$ cat src/rtl/serv_wb_arbiter_if.sv
// Bus bundle between the SERV ibus/dbus requesters, the arbiter and
// the shared Wishbone-classic memory port.
interface serv_wb_arbiter_if;
  logic [31:0] i_ibus_adr;
  logic        i_ibus_cyc;
  logic [31:0] o_ibus_rdt;
  logic        o_ibus_ack;

  logic [31:0] i_dbus_adr;
  logic [31:0] i_dbus_dat;
  logic [3:0]  i_dbus_sel;
  logic        i_dbus_we;
  logic        i_dbus_cyc;
  logic [31:0] o_dbus_rdt;
  logic        o_dbus_ack;

  logic [31:0] o_wb_adr;
  logic [31:0] o_wb_dat;
  logic [3:0]  o_wb_sel;
  logic        o_wb_we;
  logic        o_wb_cyc;
  logic [31:0] i_wb_rdt;
  logic        i_wb_ack;

  logic        o_err;
  logic [1:0]  o_grant;

  modport master (
    input  i_ibus_adr, i_ibus_cyc,
    input  i_dbus_adr, i_dbus_dat, i_dbus_sel,
    input  i_dbus_we, i_dbus_cyc,
    input  i_wb_rdt, i_wb_ack,
    output o_ibus_rdt, o_ibus_ack,
    output o_dbus_rdt, o_dbus_ack,
    output o_wb_adr, o_wb_dat, o_wb_sel,
    output o_wb_we, o_wb_cyc,
    output o_err, o_grant
  );

  modport slave (
    output i_ibus_adr, i_ibus_cyc,
    output i_dbus_adr, i_dbus_dat, i_dbus_sel,
    output i_dbus_we, i_dbus_cyc,
    output i_wb_rdt, i_wb_ack,
    input  o_ibus_rdt, o_ibus_ack,
    input  o_dbus_rdt, o_dbus_ack,
    input  o_wb_adr, o_wb_dat, o_wb_sel,
    input  o_wb_we, o_wb_cyc,
    input  o_err, o_grant
  );
endinterface

$ cat src/rtl/serv_wb_arbiter.sv
// Round-robin 2:1 Wishbone arbiter for SERV ibus/dbus with a
// slave-ack watchdog that completes hung cycles with an error.
module serv_wb_arbiter #(
  parameter int          TIMEOUT  = 15,
  parameter logic [31:0] ERR_DATA = 32'hDEAD_BEEF
) (
  input logic              clk,
  input logic              i_rst,
  serv_wb_arbiter_if.master bus
);

  localparam bit WD_EN = (TIMEOUT > 0);
  localparam int CW =
    (TIMEOUT > 0) ? $clog2(TIMEOUT + 1) : 1;
  localparam logic [CW-1:0] TMO_LAST =
    CW'(TIMEOUT - 1);

  typedef enum logic [1:0] {
    IDLE = 2'd0,
    IBUS = 2'd1,
    DBUS = 2'd2
  } state_t;

  state_t        state, state_nxt;
  logic          last, last_nxt;
  logic [CW-1:0] cnt;

  logic [31:0] wb_adr;
  logic [31:0] wb_dat;
  logic [3:0]  wb_sel;
  logic        wb_we;

  logic wb_cyc;
  logic own_cyc;
  logic pick_d;
  logic pick_i;
  logic tmo;
  logic done;

  // last: 0 = ibus was served last, 1 = dbus
  assign pick_d = bus.i_dbus_cyc &
                  (~bus.i_ibus_cyc | ~last);
  assign pick_i = bus.i_ibus_cyc & ~pick_d;

  assign wb_cyc = (state != IDLE);

  always_comb begin
    own_cyc = 1'b0;
    unique case (1'b1)
      (state == IBUS): own_cyc = bus.i_ibus_cyc;
      (state == DBUS): own_cyc = bus.i_dbus_cyc;
      default:         own_cyc = 1'b0;
    endcase
  end

  // An aborting owner suppresses both slave and watchdog acks
  assign tmo = WD_EN & wb_cyc & own_cyc &
               ~bus.i_wb_ack & (cnt == TMO_LAST);
  assign done = wb_cyc & own_cyc &
                (bus.i_wb_ack | tmo);

  always_comb begin
    state_nxt = state;
    last_nxt  = last;
    unique case (state)
      IDLE: begin
        unique case (1'b1)
          pick_d:  state_nxt = DBUS;
          pick_i:  state_nxt = IBUS;
          default: state_nxt = IDLE;
        endcase
      end
      IBUS, DBUS: begin
        if (!own_cyc) begin
          state_nxt = IDLE;
        end else if (done) begin
          state_nxt = IDLE;
          last_nxt  = (state == DBUS);
        end
      end
      default: state_nxt = IDLE;
    endcase
  end

  always_ff @(posedge clk or posedge i_rst) begin
    if (i_rst) begin
      state  <= IDLE;
      last   <= 1'b0;
      cnt    <= '0;
      wb_adr <= '0;
      wb_dat <= '0;
      wb_sel <= '0;
      wb_we  <= 1'b0;
    end else begin
      state <= state_nxt;
      last  <= last_nxt;
      if (state == IDLE) begin
        cnt <= '0;
        if (pick_d) begin
          wb_adr <= bus.i_dbus_adr;
          wb_dat <= bus.i_dbus_dat;
          wb_sel <= bus.i_dbus_sel;
          wb_we  <= bus.i_dbus_we;
        end else if (pick_i) begin
          wb_adr <= bus.i_ibus_adr;
          wb_dat <= '0;
          wb_sel <= 4'hF;
          wb_we  <= 1'b0;
        end
      end else if (WD_EN && !bus.i_wb_ack) begin
        cnt <= cnt + CW'(1);
      end
    end
  end

  logic [31:0] rdt;
  assign rdt = tmo ? ERR_DATA : bus.i_wb_rdt;

  assign bus.o_ibus_rdt = rdt;
  assign bus.o_dbus_rdt = rdt;
  assign bus.o_ibus_ack = done & (state == IBUS);
  assign bus.o_dbus_ack = done & (state == DBUS);
  assign bus.o_err      = tmo;

  assign bus.o_wb_adr = wb_adr;
  assign bus.o_wb_dat = wb_dat;
  assign bus.o_wb_sel = wb_sel;
  assign bus.o_wb_we  = wb_we;
  assign bus.o_wb_cyc = wb_cyc;
  assign bus.o_grant  = {state == DBUS, state == IBUS};

endmodule

$ cat src/flat_wrapper.sv
// flat-port wrapper written by rule: the top's interface ports become plain ports
module serv_wb_arbiter_flat 
#(
  parameter int          TIMEOUT  = 15,
  parameter logic [31:0] ERR_DATA = 32'hDEAD_BEEF
)
  (clk, i_rst, bus_i_ibus_adr, bus_i_ibus_cyc, bus_i_dbus_adr, bus_i_dbus_dat, bus_i_dbus_sel, bus_i_dbus_we, bus_i_dbus_cyc, bus_i_wb_rdt, bus_i_wb_ack, bus_o_ibus_rdt, bus_o_ibus_ack, bus_o_dbus_rdt, bus_o_dbus_ack, bus_o_wb_adr, bus_o_wb_dat, bus_o_wb_sel, bus_o_wb_we, bus_o_wb_cyc, bus_o_err, bus_o_grant);
  serv_wb_arbiter_if bus_i ();
  input logic clk;
  input logic i_rst;
  input wire logic [$bits(bus_i.i_ibus_adr)-1:0] bus_i_ibus_adr;
  input wire logic [$bits(bus_i.i_ibus_cyc)-1:0] bus_i_ibus_cyc;
  input wire logic [$bits(bus_i.i_dbus_adr)-1:0] bus_i_dbus_adr;
  input wire logic [$bits(bus_i.i_dbus_dat)-1:0] bus_i_dbus_dat;
  input wire logic [$bits(bus_i.i_dbus_sel)-1:0] bus_i_dbus_sel;
  input wire logic [$bits(bus_i.i_dbus_we)-1:0] bus_i_dbus_we;
  input wire logic [$bits(bus_i.i_dbus_cyc)-1:0] bus_i_dbus_cyc;
  input wire logic [$bits(bus_i.i_wb_rdt)-1:0] bus_i_wb_rdt;
  input wire logic [$bits(bus_i.i_wb_ack)-1:0] bus_i_wb_ack;
  output wire logic [$bits(bus_i.o_ibus_rdt)-1:0] bus_o_ibus_rdt;
  output wire logic [$bits(bus_i.o_ibus_ack)-1:0] bus_o_ibus_ack;
  output wire logic [$bits(bus_i.o_dbus_rdt)-1:0] bus_o_dbus_rdt;
  output wire logic [$bits(bus_i.o_dbus_ack)-1:0] bus_o_dbus_ack;
  output wire logic [$bits(bus_i.o_wb_adr)-1:0] bus_o_wb_adr;
  output wire logic [$bits(bus_i.o_wb_dat)-1:0] bus_o_wb_dat;
  output wire logic [$bits(bus_i.o_wb_sel)-1:0] bus_o_wb_sel;
  output wire logic [$bits(bus_i.o_wb_we)-1:0] bus_o_wb_we;
  output wire logic [$bits(bus_i.o_wb_cyc)-1:0] bus_o_wb_cyc;
  output wire logic [$bits(bus_i.o_err)-1:0] bus_o_err;
  output wire logic [$bits(bus_i.o_grant)-1:0] bus_o_grant;
  assign bus_i.i_ibus_adr = bus_i_ibus_adr;
  assign bus_i.i_ibus_cyc = bus_i_ibus_cyc;
  assign bus_i.i_dbus_adr = bus_i_dbus_adr;
  assign bus_i.i_dbus_dat = bus_i_dbus_dat;
  assign bus_i.i_dbus_sel = bus_i_dbus_sel;
  assign bus_i.i_dbus_we = bus_i_dbus_we;
  assign bus_i.i_dbus_cyc = bus_i_dbus_cyc;
  assign bus_i.i_wb_rdt = bus_i_wb_rdt;
  assign bus_i.i_wb_ack = bus_i_wb_ack;
  assign bus_o_ibus_rdt = bus_i.o_ibus_rdt;
  assign bus_o_ibus_ack = bus_i.o_ibus_ack;
  assign bus_o_dbus_rdt = bus_i.o_dbus_rdt;
  assign bus_o_dbus_ack = bus_i.o_dbus_ack;
  assign bus_o_wb_adr = bus_i.o_wb_adr;
  assign bus_o_wb_dat = bus_i.o_wb_dat;
  assign bus_o_wb_sel = bus_i.o_wb_sel;
  assign bus_o_wb_we = bus_i.o_wb_we;
  assign bus_o_wb_cyc = bus_i.o_wb_cyc;
  assign bus_o_err = bus_i.o_err;
  assign bus_o_grant = bus_i.o_grant;
  serv_wb_arbiter #(.TIMEOUT(TIMEOUT), .ERR_DATA(ERR_DATA)) u_core (.clk(clk), .i_rst(i_rst), .bus(bus_i));
endmodule
$ cat config.mk
export PLATFORM = sky130hd
export DESIGN_NAME = serv_wb_arbiter_flat
export DESIGN_NICKNAME = d
export VERILOG_FILES = /design/src/rtl/serv_wb_arbiter_if.sv /design/src/rtl/serv_wb_arbiter.sv /design/src/flat_wrapper.sv
export SDC_FILE = /design/constraint.sdc
export NUM_CORES = 1
export LEC_CHECK = 0
export ABC_AREA = 1
export CAP_MARGIN = 5
export CELL_PAD_IN_SITES_DETAIL_PLACEMENT = 1
export CELL_PAD_IN_SITES_GLOBAL_PLACEMENT = 2
export CORE_MARGIN = 8
export CORE_UTILIZATION = 30
export DETAILED_ROUTE_END_ITERATION = 6
export DONT_BUFFER_PORTS = 1
export PLACE_DENSITY_LB_ADDON = 0.1
export SETUP_SLACK_MARGIN = 0.2
export SYNTH_ARGS = -nofsm -noshare
export SYNTH_HDL_FRONTEND = slang
export SYNTH_SLANG_ARGS = --single-unit
$ cat constraint.sdc
create_clock -name clk -period 4.06 [get_ports clk]
set_clock_uncertainty 0.1 [all_clocks]
set_input_delay 1.218 -clock clk [delete_from_list [all_inputs] [get_ports clk]]
set_output_delay 1.218 -clock clk [all_outputs]
set_load 0.01 [all_outputs]
==> results.txt <==
----------------------------------------------------
[Setup path]
  Launching element type of the critical path ... primary input
  Worst R2R End ... u_core.bus.o_wb_sel[0]$_DFFE_PP0P_
  Arrival time at the worst endpoint ... about 2300 ps
  Number of cells traversed by the worst register-to-register path ... 6
  Internal reg-to-reg setup slack ... roughly 1600 ps
  Critical path capture point type ... output pin
  Crit path required time ... approximately 2700 ps
  Setup CP Type ... primary input to output pin
  Launch point of the worst reg-to-reg path ... u_core.state[0]$_DFFE_PP0P_
  Largest fanout of any net on the critical path ... 35

[Detailed routing]
  Total DRC errors in the routed layout ... 0
  Final WL ... roughly 13,000 µm
  DR pass1 iterations ... 4
  Vias ... around 2,800
  Detailed router's first-iteration violation count ... 77
  Vias per Instance ... between 5 and 6
  Number of antenna-violating nets in the routed design ... 0
  Routed len/inst ... 22.99 µm

[Timing]
  Setup_tns ... 0 ps
  Actual transition at the worst max-transition pin ... ~1100 ps
  Final Cycle Share ... 0.8996
  Shortest period the worst path allows ... 3652 ps
  Slew Limit Headroom ... 0.2868
  Final count of pins violating max slew ... 0
  Highest attainable clock frequency ... approximately 0.27 GHz
  Setup slack of the critical path after layout ... slightly above 400 ps
  Final setup violating endpoints ... 0
  Setup repair after global routing missed its margin ... no
  Final hold violation count ... 0

[Synth]
  Largest cells by area after synthesis ... sky130_fd_sc_hd__dfrtp_1 (51%), sky130_fd_sc_hd__a22o_1 (7.7%), sky130_fd_sc_hd__buf_4 (7.2%)
  Share of flip-flops with an asynchronous set or reset ... 1.000
  Fraction of the yosys area taken by sequential cells ... 0.5055
  Synthesized Nets ... 539
  Post-Synthesis Mean Instance Area ... 9.501 µm²
  Gate Count Post-Synth ... around 400
  Count of yosys warnings during synthesis ... 0
  Cell type contributing the most total cell area after synthesis ... sky130_fd_sc_hd__dfrtp_1
  Most used flip-flop cell after synthesis ... sky130_fd_sc_hd__dfrtp_1
  Post-synth design cell area ... 0.003762 mm²
  Cell variety after synth ... 24
  Number of storage elements in the synthesis netlist ... 76
  Library cell with the highest instance count after synthesis ... sky130_fd_sc_hd__dfrtp_1
  Portion of synthesized cell area occupied by the leading cell type ... 0.5055
  Number of enable flip-flop cells after synthesis ... 0
  Cell types with the highest counts after synthesis ... sky130_fd_sc_hd__dfrtp_1 (76), sky130_fd_sc_hd__nand2_1 (50), sky130_fd_sc_hd__nor2_1 (44)

[Clocking]
  Post-CTS setup-driven buffer insertion count ... 0
  TritonCTS buffer count ... 9
  Number of levels in the clock H-tree ... 3
  Clock Pin Slew Worst Setup and Hold Paths ... around 60 ps
  Clock Latency Late Sink ... 330 ps
  # resized after CTS ... 0
  Number of clock sinks ... 76
  Clock root buffer ... sky130_fd_sc_hd__clkbuf_16
  Clock tree from TritonCTS ... done
  CTS Hold Buffers Added ... 0
  Maximum clock insertion buffer count ... 2

[Die]
  Area enclosed by the die boundary ... roughly 0.016 mm²
  Starting density of the core ... 0.3031
  I/O Pins ... roughly 280
  Placeable core region ... 0.01241 mm²
  Horizontal die dimension ... between 100 and 150 µm
  Die extent in y ... roughly 130 µm
  Number of core rows ... just over 40

[Pwr]
  Fraction of power consumed by sequential logic ... 0.486
  LEAKAGE ... about 0.0018 µW
  Power per cell area ... approximately 790 mW/mm²
  Switching power ... approximately 1300 µW
  Fraction of power spent switching nets ... 0.3884
  Max VDD drop ... about 0.25 mV
  Fraction of power consumed by combinational cells ... 0.253
  Portion of total power attributed to the clock network ... 0.261
  Pint ... 2020 µW

[Finish]
  Relative area change from synthesis to final layout ... 10.61%
  Final core area utilization ... 0.3352
  # nets final ... 523
  Ratio of cells with drive above 1 in the final layout ... 0.1403
  N_diodes ... 0

[Place]
  Global placement routability congestion ... 0.7057
  Post-DP HPWL ... approximately 9900 µm
  Number of I/O port buffers ... 0
  Post-placement worst setup slack ... roughly 380 ps

[Hold path]
  Worst min path class ... register to register
  Worst Hold Launch ... u_core.last$_DFFE_PP0P_
  Endpoint of the worst hold-timing path ... u_core.last$_DFFE_PP0P_
  Min-Delay Path Depth ... 2

[Global routing]
  Maximum number of pins on one net before global-route repair ... ~70
  GR Util All Layers ... 0.1543
  Initial antenna violation count ... 0
  First-pass GRT wire length ... just under 20,000 µm
  GRT Residual Overflow ... 0
  Via count of the first global-routing pass ... 3,109

[Flow run]
  Number of max-cap violations ... 0

[Run status]
  Outcome ... finished clean

----------------------------------------------------
==> cells in the final DEF (no fill, tap or decap) <==
cell type                    count
sky130_fd_sc_hd__a211oi_1        1
sky130_fd_sc_hd__buf_12          1
sky130_fd_sc_hd__nand2_1        50
sky130_fd_sc_hd__nor2_2          1
sky130_fd_sc_hd__bufinv_16       2
sky130_fd_sc_hd__o21ai_4         1
sky130_fd_sc_hd__a21oi_1         3
sky130_fd_sc_hd__clkbuf_1        2
sky130_fd_sc_hd__nor2_4          2
sky130_fd_sc_hd__buf_4          31
sky130_fd_sc_hd__inv_2           3
sky130_fd_sc_hd__dfrtp_1        76
sky130_fd_sc_hd__a31oi_1        32
sky130_fd_sc_hd__nor2_1         44
sky130_fd_sc_hd__nand3_1        33
sky130_fd_sc_hd__a22o_1         33
sky130_fd_sc_hd__nand2_2         1
sky130_fd_sc_hd__o21ai_0         2
sky130_fd_sc_hd__nor3_1          1
sky130_fd_sc_hd__clkinvlp_4      1
sky130_fd_sc_hd__clkbuf_8        1
sky130_fd_sc_hd__inv_1          18
sky130_fd_sc_hd__o22a_1          4
sky130_fd_sc_hd__clkinv_2        1
sky130_fd_sc_hd__ha_1            5
sky130_fd_sc_hd__nand4_1         2
sky130_fd_sc_hd__o21bai_1       25
sky130_fd_sc_hd__clkbuf_16       9
==> power groups by stage <==
stage          Sequential (µW)  Combinational (µW)  Clock [µW]
2_1_floorplan             1490                 746           0
3_3_place_gp              1640                 840           0
3_5_place_dp              1640                 862           0
4_1_cts                   1630                 861         882
5_1_grt                   1660                 969         919
6_report                  1600                 836         862
==> logic make-up (layout without fill, tap and decap cells) <==
family / Yosys count / count (layout) / share of synthesized area
buffers and inverters: 80 / 69 / 0.1240
flip-flops: 76 / 76 / 0.5055
AO/OA/AOI/OAI: 101 / 101 / 0.2022
AND/OR/NAND/NOR: 134 / 134 / 0.1516
adder cells (fa/ha/maj): 5 / 5 / 0.01663
==> registers in the layout, indices dropped and copies added (netlist names) <==
name                 flops
u_core.bus.o_wb_adr     32
u_core.bus.o_wb_dat     32
u_core.bus.o_wb_sel      4
u_core.bus.o_wb_we       1
u_core.cnt               4
u_core.last              1
u_core.state             2
==> how the worst max path moves through the flow <==
| stage | slack [ps] | from | end |
|---|---|---|---|
| after CTS | 380 | bus_i_dbus_cyc | bus_o_ibus_rdt[8] |
| after floorplan | 390 | bus_i_dbus_cyc | bus_o_ibus_rdt[10] |
| after global routing | 260 | bus_i_ibus_cyc | bus_o_ibus_rdt[8] |
| final | 410 | bus_i_dbus_cyc | bus_o_ibus_rdt[8] |
| after detailed placement | 380 | bus_i_dbus_cyc | bus_o_ibus_rdt[8] |
| after global placement | 410 | bus_i_dbus_cyc | bus_o_ibus_rdt[8] |
==> through the flow <==
| stage | hold WS (ps) | cells | cell area (µm²) | total power [µW] |
|---|---|---|---|---|
| finish | 391.8 | 557 | 4161 | 3302 |
| global route | 424.2 | 557 | 4161 | 3547 |
| CTS | 394.7 | 557 | 4161 | 3372 |
| detailed placement | 380.0 | 541 | 3842 | 2499 |
| global placement | 359.2 | 541 | 3842 | 2476 |
| floorplan | 342.2 | 396 | 3762 | 2235 |
==> metal layers <==
metal	vias up	GRT usage	part of all wire
met1	1338	0.1580	0.36
met4	0	0.05385	0.016
li1	1299	-	-
met5	-	0	0
met2	174	0.2713	0.51
met3	15	0.07113	0.11
==> worst max-delay path: stages <==
cell and delay (ps):
sky130_fd_sc_hd__nand2_1 50, sky130_fd_sc_hd__nand2_1 50, sky130_fd_sc_hd__nand2_1 120, sky130_fd_sc_hd__nor2_2 70, sky130_fd_sc_hd__inv_2 320, sky130_fd_sc_hd__nor2_4 100, sky130_fd_sc_hd__nor2_1 380
==> cell type report <==
class / instances / area (µm²)
multi-input cells: 240 / 1394
fillers: 1426 / 8253
well taps: 172 / 215.2
inverters: 21 / 78.83
clock inverters: 4 / 72.57
repair buffers: 32 / 252.7
clock buffers: 12 / 246.5
flip-flops and latches: 76 / 1902
Note: power is estimated with default switching activity, not from simulation.
